## config.mk

```make
export PLATFORM = sky130hd
export DESIGN_NAME = order_matcher
export DESIGN_NICKNAME = d
export VERILOG_FILES = /design/src/rtl/order_pkg.sv /design/src/rtl/tick_sync.sv /design/src/rtl/order_matcher.sv
export SDC_FILE = /design/constraint.sdc
export NUM_CORES = 1
export LEC_CHECK = 0
export BUFFER_PORTS_ARGS = -buffer_cell sky130_fd_sc_hd__buf_4
export CORE_MARGIN = 2
export CORE_UTILIZATION = 58
export DETAILED_ROUTE_END_ITERATION = 12
export MAX_ROUTING_LAYER = met4
export PLACE_DENSITY = 0.94
export SYNTH_ARGS = -nofsm -noshare
export SYNTH_HDL_FRONTEND = slang
export SYNTH_HIERARCHICAL = 1
export SYNTH_SLANG_ARGS = --single-unit
```

## constraint.sdc

```tcl
create_clock -name clk -period 3.3 [get_ports clk]
set_input_delay 0.165 -clock clk [delete_from_list [all_inputs] [get_ports clk]]
set_output_delay 0.165 -clock clk [all_outputs]
set_load 0.005 [all_outputs]
```

## src/rtl/order_pkg.sv

```systemverilog
// order_pkg: shared widths, FSM state encoding, side encodings, the trade
// payload struct and the saturating cash-update helper for order_matcher.
package order_pkg;

  localparam int unsigned PRICE_W = 8;
  localparam int unsigned POS_W   = 4;
  localparam int unsigned COUNT_W = 16;
  localparam int unsigned MISS_W  = 8;
  localparam int unsigned CASH_W  = 16;

  typedef enum logic [1:0] {
    IDLE  = 2'd0,
    EVAL  = 2'd1,
    OFFER = 2'd2
  } state_t;

  localparam logic SIDE_BUY  = 1'b1;
  localparam logic SIDE_SELL = 1'b0;

  typedef struct packed {
    logic               side;
    logic [PRICE_W-1:0] price;
  } trade_t;

  // Apply one fill to a signed cash balance: buys pay, sells receive; clamps at the rails.
  function automatic logic [CASH_W-1:0] cash_apply(input logic [CASH_W-1:0]  cur,
                                                   input logic               side,
                                                   input logic [PRICE_W-1:0] price);
    logic [CASH_W:0] ext;
    logic [CASH_W:0] delta;
    logic [CASH_W:0] sum;
    ext   = {cur[CASH_W-1], cur};
    delta = {{(CASH_W + 1 - PRICE_W){1'b0}}, price};
    sum   = (side == SIDE_BUY) ? (ext - delta) : (ext + delta);
    if (sum[CASH_W] != sum[CASH_W-1]) begin
      cash_apply = sum[CASH_W] ? {1'b1, {(CASH_W - 1){1'b0}}} : {1'b0, {(CASH_W - 1){1'b1}}};
    end else begin
      cash_apply = sum[CASH_W-1:0];
    end
  endfunction

endpackage

```

## src/rtl/tick_sync.sv

```systemverilog
// tick_sync: two-flop synchronizer for the asynchronous quote strobe plus a
// rising-edge detector. The detector stays disarmed until the history flop
// holds a genuine post-reset sample, so a strobe already high at reset release
// never produces a tick.
// Ports:
//   clk, reset  - system clock, asynchronous active-low reset
//   i_async     - asynchronous strobe input
//   o_tick_c    - one-cycle pulse on a 0->1 of the synchronized strobe (combinational)
module tick_sync (
  input  logic clk,
  input  logic reset,
  input  logic i_async,
  output logic o_tick_c
);

  logic       r_meta;
  logic       r_sync;
  logic       r_prev;
  logic [1:0] r_fill;

  // Synchronizer chain, edge history and arm counter.
  always_ff @(posedge clk or negedge reset) begin
    if (!reset) begin
      r_meta <= 1'b0;
      r_sync <= 1'b0;
      r_prev <= 1'b0;
      r_fill <= 2'd0;
    end else begin
      r_meta <= i_async;
      r_sync <= r_meta;
      r_prev <= r_sync;
      if (r_fill != 2'd3) begin
        r_fill <= r_fill + 2'd1;
      end
    end
  end

  assign o_tick_c = r_sync & ~r_prev & (r_fill == 2'd3);

endmodule

```

## src/rtl/order_matcher.sv

```systemverilog
// order_matcher: samples bid/ask on each quote tick, decides to buy (crossed
// book, room to go long) or sell (spread at least SPREAD_TH, holding stock),
// and offers the trade on a valid/ready handshake. Tracks position, accepted
// trade count, ticks missed while busy and, optionally, a cash balance.
// Optional feature: define ORDER_MATCHER_PNL_EN to track cash; otherwise cash is 0.
// Ports:
//   clk, reset            - system clock, asynchronous active-low reset
//   slow_clk              - asynchronous quote strobe
//   buy_price, sell_price - current bid / ask
//   trade_ready           - downstream accepts the offered trade
//   trade_valid/side/price- offered trade record (side 1=buy, 0=sell)
//   position              - units held
//   trade_count           - accepted trades, saturating
//   missed_ticks          - ticks dropped while not idle, saturating
//   cash                  - signed running cash balance
module order_matcher
  import order_pkg::*;
#(
  parameter int unsigned MAX_POS   = 8,
  parameter int unsigned SPREAD_TH = 20
) (
  input  logic        clk,
  input  logic        reset,
  input  logic        slow_clk,
  input  logic [7:0]  buy_price,
  input  logic [7:0]  sell_price,
  input  logic        trade_ready,
  output logic        trade_valid,
  output logic        trade_side,
  output logic [7:0]  trade_price,
  output logic [3:0]  position,
  output logic [15:0] trade_count,
  output logic [7:0]  missed_ticks,
  output logic [15:0] cash
);

  state_t               r_state;
  logic [PRICE_W-1:0]   r_bid;
  logic [PRICE_W-1:0]   r_ask;
  logic                 r_valid;
  trade_t               r_trade;
  logic [POS_W-1:0]     r_pos;
  logic [COUNT_W-1:0]   r_count;
  logic [MISS_W-1:0]    r_missed;
`ifdef ORDER_MATCHER_PNL_EN
  logic [CASH_W-1:0]    r_cash;
`endif

  logic                 w_tick;
  logic                 w_accept;
  logic                 w_buy;
  logic                 w_sell;
  logic [PRICE_W:0]     w_spread;

  tick_sync u_tick_sync (
    .clk      (clk),
    .reset    (reset),
    .i_async  (slow_clk),
    .o_tick_c (w_tick)
  );

  // Spread is computed one bit wider so a crossed book (ask < bid) reads negative.
  assign w_spread = {1'b0, r_ask} - {1'b0, r_bid};
  assign w_buy    = (r_bid >= r_ask) && (r_pos < POS_W'(MAX_POS));
  assign w_sell   = !w_spread[PRICE_W] && (w_spread[PRICE_W-1:0] >= PRICE_W'(SPREAD_TH)) &&
                    (r_pos != '0);
  assign w_accept = r_valid && trade_ready;

  // Matcher FSM with registered trade record and bookkeeping counters.
  always_ff @(posedge clk or negedge reset) begin
    if (!reset) begin
      r_state  <= IDLE;
      r_bid    <= '0;
      r_ask    <= '0;
      r_valid  <= 1'b0;
      r_trade  <= '0;
      r_pos    <= '0;
      r_count  <= '0;
      r_missed <= '0;
`ifdef ORDER_MATCHER_PNL_EN
      r_cash   <= '0;
`endif
    end else begin
      if (w_tick && (r_state != IDLE) && (r_missed != {MISS_W{1'b1}})) begin
        r_missed <= r_missed + MISS_W'(1);
      end
      case (r_state)
        IDLE: begin
          if (w_tick) begin
            r_bid   <= buy_price;
            r_ask   <= sell_price;
            r_state <= EVAL;
          end
        end
        EVAL: begin
          if (w_buy) begin
            r_trade <= '{side: SIDE_BUY, price: r_ask};
            r_valid <= 1'b1;
            r_state <= OFFER;
          end else if (w_sell) begin
            r_trade <= '{side: SIDE_SELL, price: r_bid};
            r_valid <= 1'b1;
            r_state <= OFFER;
          end else begin
            r_state <= IDLE;
          end
        end
        OFFER: begin
          if (w_accept) begin
            r_valid <= 1'b0;
            r_state <= IDLE;
            r_pos   <= (r_trade.side == SIDE_BUY) ? (r_pos + POS_W'(1)) : (r_pos - POS_W'(1));
            if (r_count != {COUNT_W{1'b1}}) begin
              r_count <= r_count + COUNT_W'(1);
            end
`ifdef ORDER_MATCHER_PNL_EN
            r_cash  <= cash_apply(r_cash, r_trade.side, r_trade.price);
`endif
          end
        end
        default: begin
          r_state <= IDLE;
        end
      endcase
    end
  end

  assign trade_valid  = r_valid;
  assign trade_side   = r_trade.side;
  assign trade_price  = r_trade.price;
  assign position     = r_pos;
  assign trade_count  = r_count;
  assign missed_ticks = r_missed;
`ifdef ORDER_MATCHER_PNL_EN
  assign cash         = r_cash;
`else
  assign cash         = '0;
`endif

endmodule

```

==> results of run 1 <==
==> flip-flops by register name, summed over array words and instances (netlist names) <==
| name | flops |
|---|---|
| trade_count | 16 |
| missed_ticks | 8 |
| r_ask | 8 |
| r_bid | 8 |
| trade_price | 8 |
| position | 4 |
| r_state | 2 |
| u_tick_sync/r_fill | 2 |
| trade_side | 1 |
| trade_valid | 1 |
| u_tick_sync/r_meta | 1 |
| u_tick_sync/r_prev | 1 |
| u_tick_sync/r_sync | 1 |
==> logic make-up (layout without fill, tap and decap cells) <==
kind of cell,count (synthesis),after routing,share of synthesized area [%]
buf+inv,33,90,6.21
mux,12,12,4.22
other cells,1,16,0.115
xor+xnor,28,28,7.52
compound gates,55,55,14.0
fa+ha+maj,14,14,5.60
flops,61,61,46.8
simple gates,99,99,15.5
==> metrics by stage <==
stage                     worst slack [ns]  area [µm²]  instances
final                                0.828        3940        447
after detailed placement             0.891        3710        429
after CTS                            0.844        3940        447
after floorplan                       1.16        3320        318
after global placement                1.01        3710        429
after global routing                 0.610        3940        447
==> critical path: stages (launching register included) <==
cell,delay [ns]
dfrtp_1,0.41
ha_1,0.44
nand4_2,0.19
o22a_1,0.25
o22ai_2,0.14
buf_4,0.23
nand2b_2,0.19
a221oi_1,0.35
a22oi_1,0.13
==> area by class of cell <==
cell class | count | share of cell area (%)
Multi-Input combinational cell | 224 | 40.5
Sequential cell | 61 | 38.7
Timing Repair Buffer | 62 | 11.9
Clock buffer | 10 | 3.24
Tap cell | 72 | 2.28
Clock inverter | 6 | 2.22
Inverter | 12 | 1.14
==> worst max-delay path by stage <==
stage / endpoint / cells past startpoint / startpoint / slack (ns)
global placement: trade_price[1] / 8 / r_ask[4] / 1.01
finish: trade_price[7] / 8 / r_ask[4] / 0.83
CTS: trade_price[7] / 8 / r_ask[4] / 0.84
global route: trade_price[7] / 8 / r_ask[4] / 0.61
detailed placement: trade_price[2] / 8 / r_ask[4] / 0.89
floorplan: trade_price[0] / 8 / r_ask[4] / 1.16
==> report_power, final <==
group | internal (W) | switching, W
registers | 0.000975 | 0.000232
logic | 0.000792 | 0.000906
clock network | 0.000425 | 0.000303
==> metal layers <==
layer	routed length, µm	track usage, %	vias to the layer above
met5	0	-	-
met4	127	9.31	0
met3	406	6.14	9
met2	3520	40.1	94
met1	2980	30.4	1204
li1	-	-	1189
==> cells in the mapped netlist, drive strengths merged (8+ instances only) <==
library cell / instances / area (µm²)
dfrtp: 61 / 1530
nor2: 29 / 116
nand2: 25 / 93.8
xnor2: 21 / 184
buf: 19 / 150
o21ai: 16 / 83.8
ha: 13 / 163
inv: 12 / 45.0
mux2: 11 / 128
nand3: 11 / 60.1
a22oi: 9 / 82.6
nand4: 9 / 62.6
a221oi: 8 / 88.8
==> flow_metrics.tcl, run 1 <==
set metrics [dict create \
    outcome "complete, no violations" \
    min_from "buy_price[5]" \
    maxCapViolations 0 \
    cts.clk_slew.worst_paths_ns 0.07 \
    nets 404 \
    hold_violations 0 \
    drive_gt1_share_pct 28.8 \
    numCtsBuffers 9 \
    whs_ns 0.0305 \
    yosysUniqueCellTypes 53 \
    yosysSeqAreaShare_pct 46.8 \
    grt_max_degree 62 \
    cts_tree "built" \
    area_growth_pct 20.8 \
    cts_buffer_depth 2 \
    initial_core_util_pct 59.6 \
    multi_input_area_um2 1600 \
    synth-seq-cells 61 \
    ys_async_sr_fraction_pct 100 \
    cp.required_ns 3.50 \
    vdd_ir_drop_max_mv 0.600 \
    drtPass1Iterations 4 \
    cp-end-kind "register" \
    rows 27 \
    ys.warnings.count 6 \
    synth_top_flop_cell "dfrtp_1" \
    r2r-end "trade_price[7]" \
    fin_total_pwr_w 0.00363 \
    finalCritPeriodShare_pct 74.9 \
    routed_wl_um 7030 \
    portBuffers 57 \
    fmax_mhz 405 \
    grt-ovfl-total 0 \
    die_x_um 79.0 \
    power_density_nw_per_um2 922 \
    crit_type "register to register" \
    whs_path_depth 3 \
    pin_count 74 \
    first_iter_violations 149 \
    grt_pass1_wl_um 11500 \
    num_antenna_cells 0 \
    vias_per_cell 5.58 \
    arrival_ns 2.67 \
    dieArea_um2 6240 \
    clkLatencyLatePin_ns 0.34 \
    setup_viol 0 \
    antenna_found_initial 0 \
    cts_hold_buf 2 \
    vias 2496 \
    hold_end "r_bid[5]" \
    reg2reg_from "r_ask[4]" \
    cts_htree_levels 3 \
    seq_area_um2 1530 \
    rsz0062_at_grt "false" \
    grt_usage_pct 24.8 \
    slew_violations 0 \
    core_area_um2 5470 \
    nFillCells 394 \
    fin_util_pct 72.0 \
    routedWlPerCell_um 15.7 \
    skew_ns 0.00824 \
    clock_sinks 61 \
    relSlewSlack_pct 50.0 \
    r2r_slack_ns 0.83 \
    drtAntennaViolNets 0 \
    tightest_slew_ns 0.751 \
    clock-root-buffer "clkbuf_8" \
    setup-tns-final_ns 0 \
    reg2reg_depth 8 \
    synth.cell_area_um2 3260 \
    synth-edff-count 0 \
    gp_congestion 0.930 \
    grt_pass1_vias 2465 \
    final_common_cell "dfrtp_1" \
    mostFrequentLayoutCells "61 x dfrtp_1, 60 x buf_4, 28 x nor2_1" \
    start_kind "register" \
    cts_setup_buffers 0 \
    die_h_um 79.0 \
    path_max_fanout 15 \
    post_cts_resized 0 \
    p_leak_nw 1.84 \
    avgSynthCellArea_um2 10.8 \
    fin_crit_ns 2.47 \
    drc 0 \
    hp-class "input pin to register" \
    synthCells 303 \
    dp_hpwl_um 5060 \
]
Power figures use the tool's default switching activity.
==> inputs of run 2 (changes only) <==
- CORE_UTILIZATION: 58 -> 49
- PLACE_DENSITY: 0.94 -> 0.85
- clock period: 3.3 -> 2.15 ns (I/O delays scaled with it)
==> run 2 against run 1 <==
Die area is 17% higher. The run now ends with negative setup slack left. Fmax is 9.4% higher. First-iteration DRC count is 18% lower. Global-route usage is 1.6 points lower. Utilization is 0.57 points lower. Count of clock-buffer cells in the layout stayed put. Largest power group unchanged. Cell area is 16% higher.
==> flow_metrics.tcl, run 2 (same netlist as run 1, synthesis figures left out) <==
set metrics [dict create \
    relSlewSlack_pct 48.8 \
    setup_viol 11 \
    start_kind "register" \
    path_buf_inv 4 \
    first_iter_violations 122 \
    clock_sinks 61 \
    hp-class "input pin to register" \
    die_h_um 85.6 \
    outcome "complete, but fails checks" \
    grt_usage_pct 23.2 \
    grt-ovfl-total 0 \
    rows 29 \
    placedCellCount 464 \
    drc 0 \
    cts_tree "built" \
    initial_core_util_pct 51.1 \
    drive_gt1_share_pct 38.9 \
    fmax_mhz 443 \
    seq_area_um2 1530 \
    crit_chain "inv_1, ha_4, o21ai_1, o21ai_2, o21ai_2, buf_4, inv_1, a22oi_2, buf_6, a22oi_1" \
    path_max_fanout 6 \
    final_common_cell "buf_4" \
    cts_buffer_depth 2 \
    routedWlPerCell_um 16.3 \
    cp_slowest_cell "dfrtp_1" \
    cp.required_ns 2.35 \
    setup-tns-final_ns -0.899 \
    portBuffers 57 \
    vias 2725 \
    drtPass1Iterations 4 \
    violations "negative setup slack" \
    crit_start "r_bid[5]" \
    arrival_ns 2.46 \
    hold_violations 0 \
    dp_hpwl_um 5370 \
    nets 453 \
    numCtsBuffers 9 \
    pin_count 74 \
    nFillCells 454 \
    rsz0062_at_grt "true" \
    cts.clk_slew.worst_paths_ns 0.07 \
    power_density_nw_per_um2 1460 \
    critPathMaxStageDelay_ns 0.36 \
    antenna_found_initial 0 \
    multi_input_area_um2 1790 \
    gp_congestion 0.872 \
    finalNonFillerCells 501 \
    cts_htree_levels 3 \
    skew_ns 0.00782 \
    largest_reg_flops 16 \
    routed_wl_um 8160 \
    critPathTopFamily "compound AO/OA/AOI/OAI gates" \
    die_x_um 85.6 \
    grt_max_degree 62 \
    worst_slack_ns -0.108 \
    core_area_um2 6390 \
    slew_violations 0 \
    vdd_ir_drop_max_mv 0.891 \
    area_growth_pct 39.9 \
    mostFrequentLayoutCells "87 x buf_4, 61 x dfrtp_1, 27 x nor2_1" \
    p_leak_nw 2.08 \
    grt_pass1_vias 2679 \
    reg2reg_from "r_bid[5]" \
    min_from "buy_price[0]" \
    num_antenna_cells 0 \
    tightest_slew_ns 0.767 \
    grt_pass1_wl_um 12600 \
    clock-root-buffer "clkbuf_8" \
    vias_per_cell 5.44 \
    dieArea_um2 7330 \
    drtAntennaViolNets 0 \
    maxCapViolations 0 \
    cp-end-kind "register" \
    crit_type "register to register" \
    clkLatencyLatePin_ns 0.34 \
    fin_crit_ns 2.26 \
    finalCritPeriodShare_pct 105 \
]
==> run 2: changes by cell type in the layout (fill, tap and decap cells not counted), moves of 3 or more <==
cell           change
a22oi_1            -3
buf_6              +5
inv_2              +3
dlygate4sd3_1     +15
ha_4               +7
inv_1              -3
a22oi_2            +3
buf_4             +27
ha_1               -8
==> run 2: area by class of cell <==
cell class              instances  area share, %
multi-input cells             224           39.1
flip-flops and latches         61           33.4
repair buffers                111           20.1
clock buffers                  10           2.80
well taps                      77           2.11
clock inverters                 6           1.40
inverters                      12          0.987
==> run 2: what timing repair did <==
item / 4_1_cts / 5_1_grt
endpoints found under the setup margin: 9 / 11
gates cloned: 1 / 0
endpoints found under the hold margin: 77 / 0
pin swaps: 5 / 15
setup buffers: 2 / 1
hold buffers: 17 / 0
resized for setup: 15 / 24
==> run 2: worst paths after layout <==
kind	cells past startpoint	slack, ns	end
hold reg to reg	0	0.35	u_tick_sync/r_sync
setup / recovery	10	-0.11	trade_price[1]
max in group asynchronous	2	1.26	r_ask[0]
setup reg to reg	10	-0.11	trade_price[1]
min in group asynchronous	2	0.38	trade_price[4]
hold / removal	2	0.01	r_bid[0]
==> run 2: report_power, final <==
part | internal, W | leakage, nW | switching, W
sequential | 0.00150 | 0.755 | 0.000332
combinational | 0.00200 | 1.24 | 0.00186
clock | 0.000533 | 0.0923 | 0.000462
total | 0.00403 | 2.08 | 0.00265
==> run 2: per-stage QoR <==
step / total power [W] / hold slack (ns) / instance area [µm²] / setup slack [ns] / utilization [%]
4_1_cts: 0.00622 / 0.00286 / 4440 / 0.00553 / 69.5
5_1_grt: 0.00710 / 0.0148 / 4560 / -0.160 / 71.5
3_5_place_dp: 0.00490 / 0.220 / 3950 / -0.0435 / 61.9
2_1_floorplan: 0.00363 / -0.188 / 3320 / 0.0122 / -
6_report: 0.00668 / 0.0150 / 4560 / -0.108 / 71.5
3_3_place_gp: 0.00477 / 0.220 / 3950 / 0.00394 / 61.9
==> run 2: layer usage <==
layer / vias to the layer above / part of all wire, % / global-route usage, %
met2: 106 / 52 / 39.2
met3: 24 / 4.9 / 4.14
met1: 1316 / 40 / 25.7
li1: 1279 / - / -
met4: 0 / 3.8 / 13.4
met5: - / 0 / -
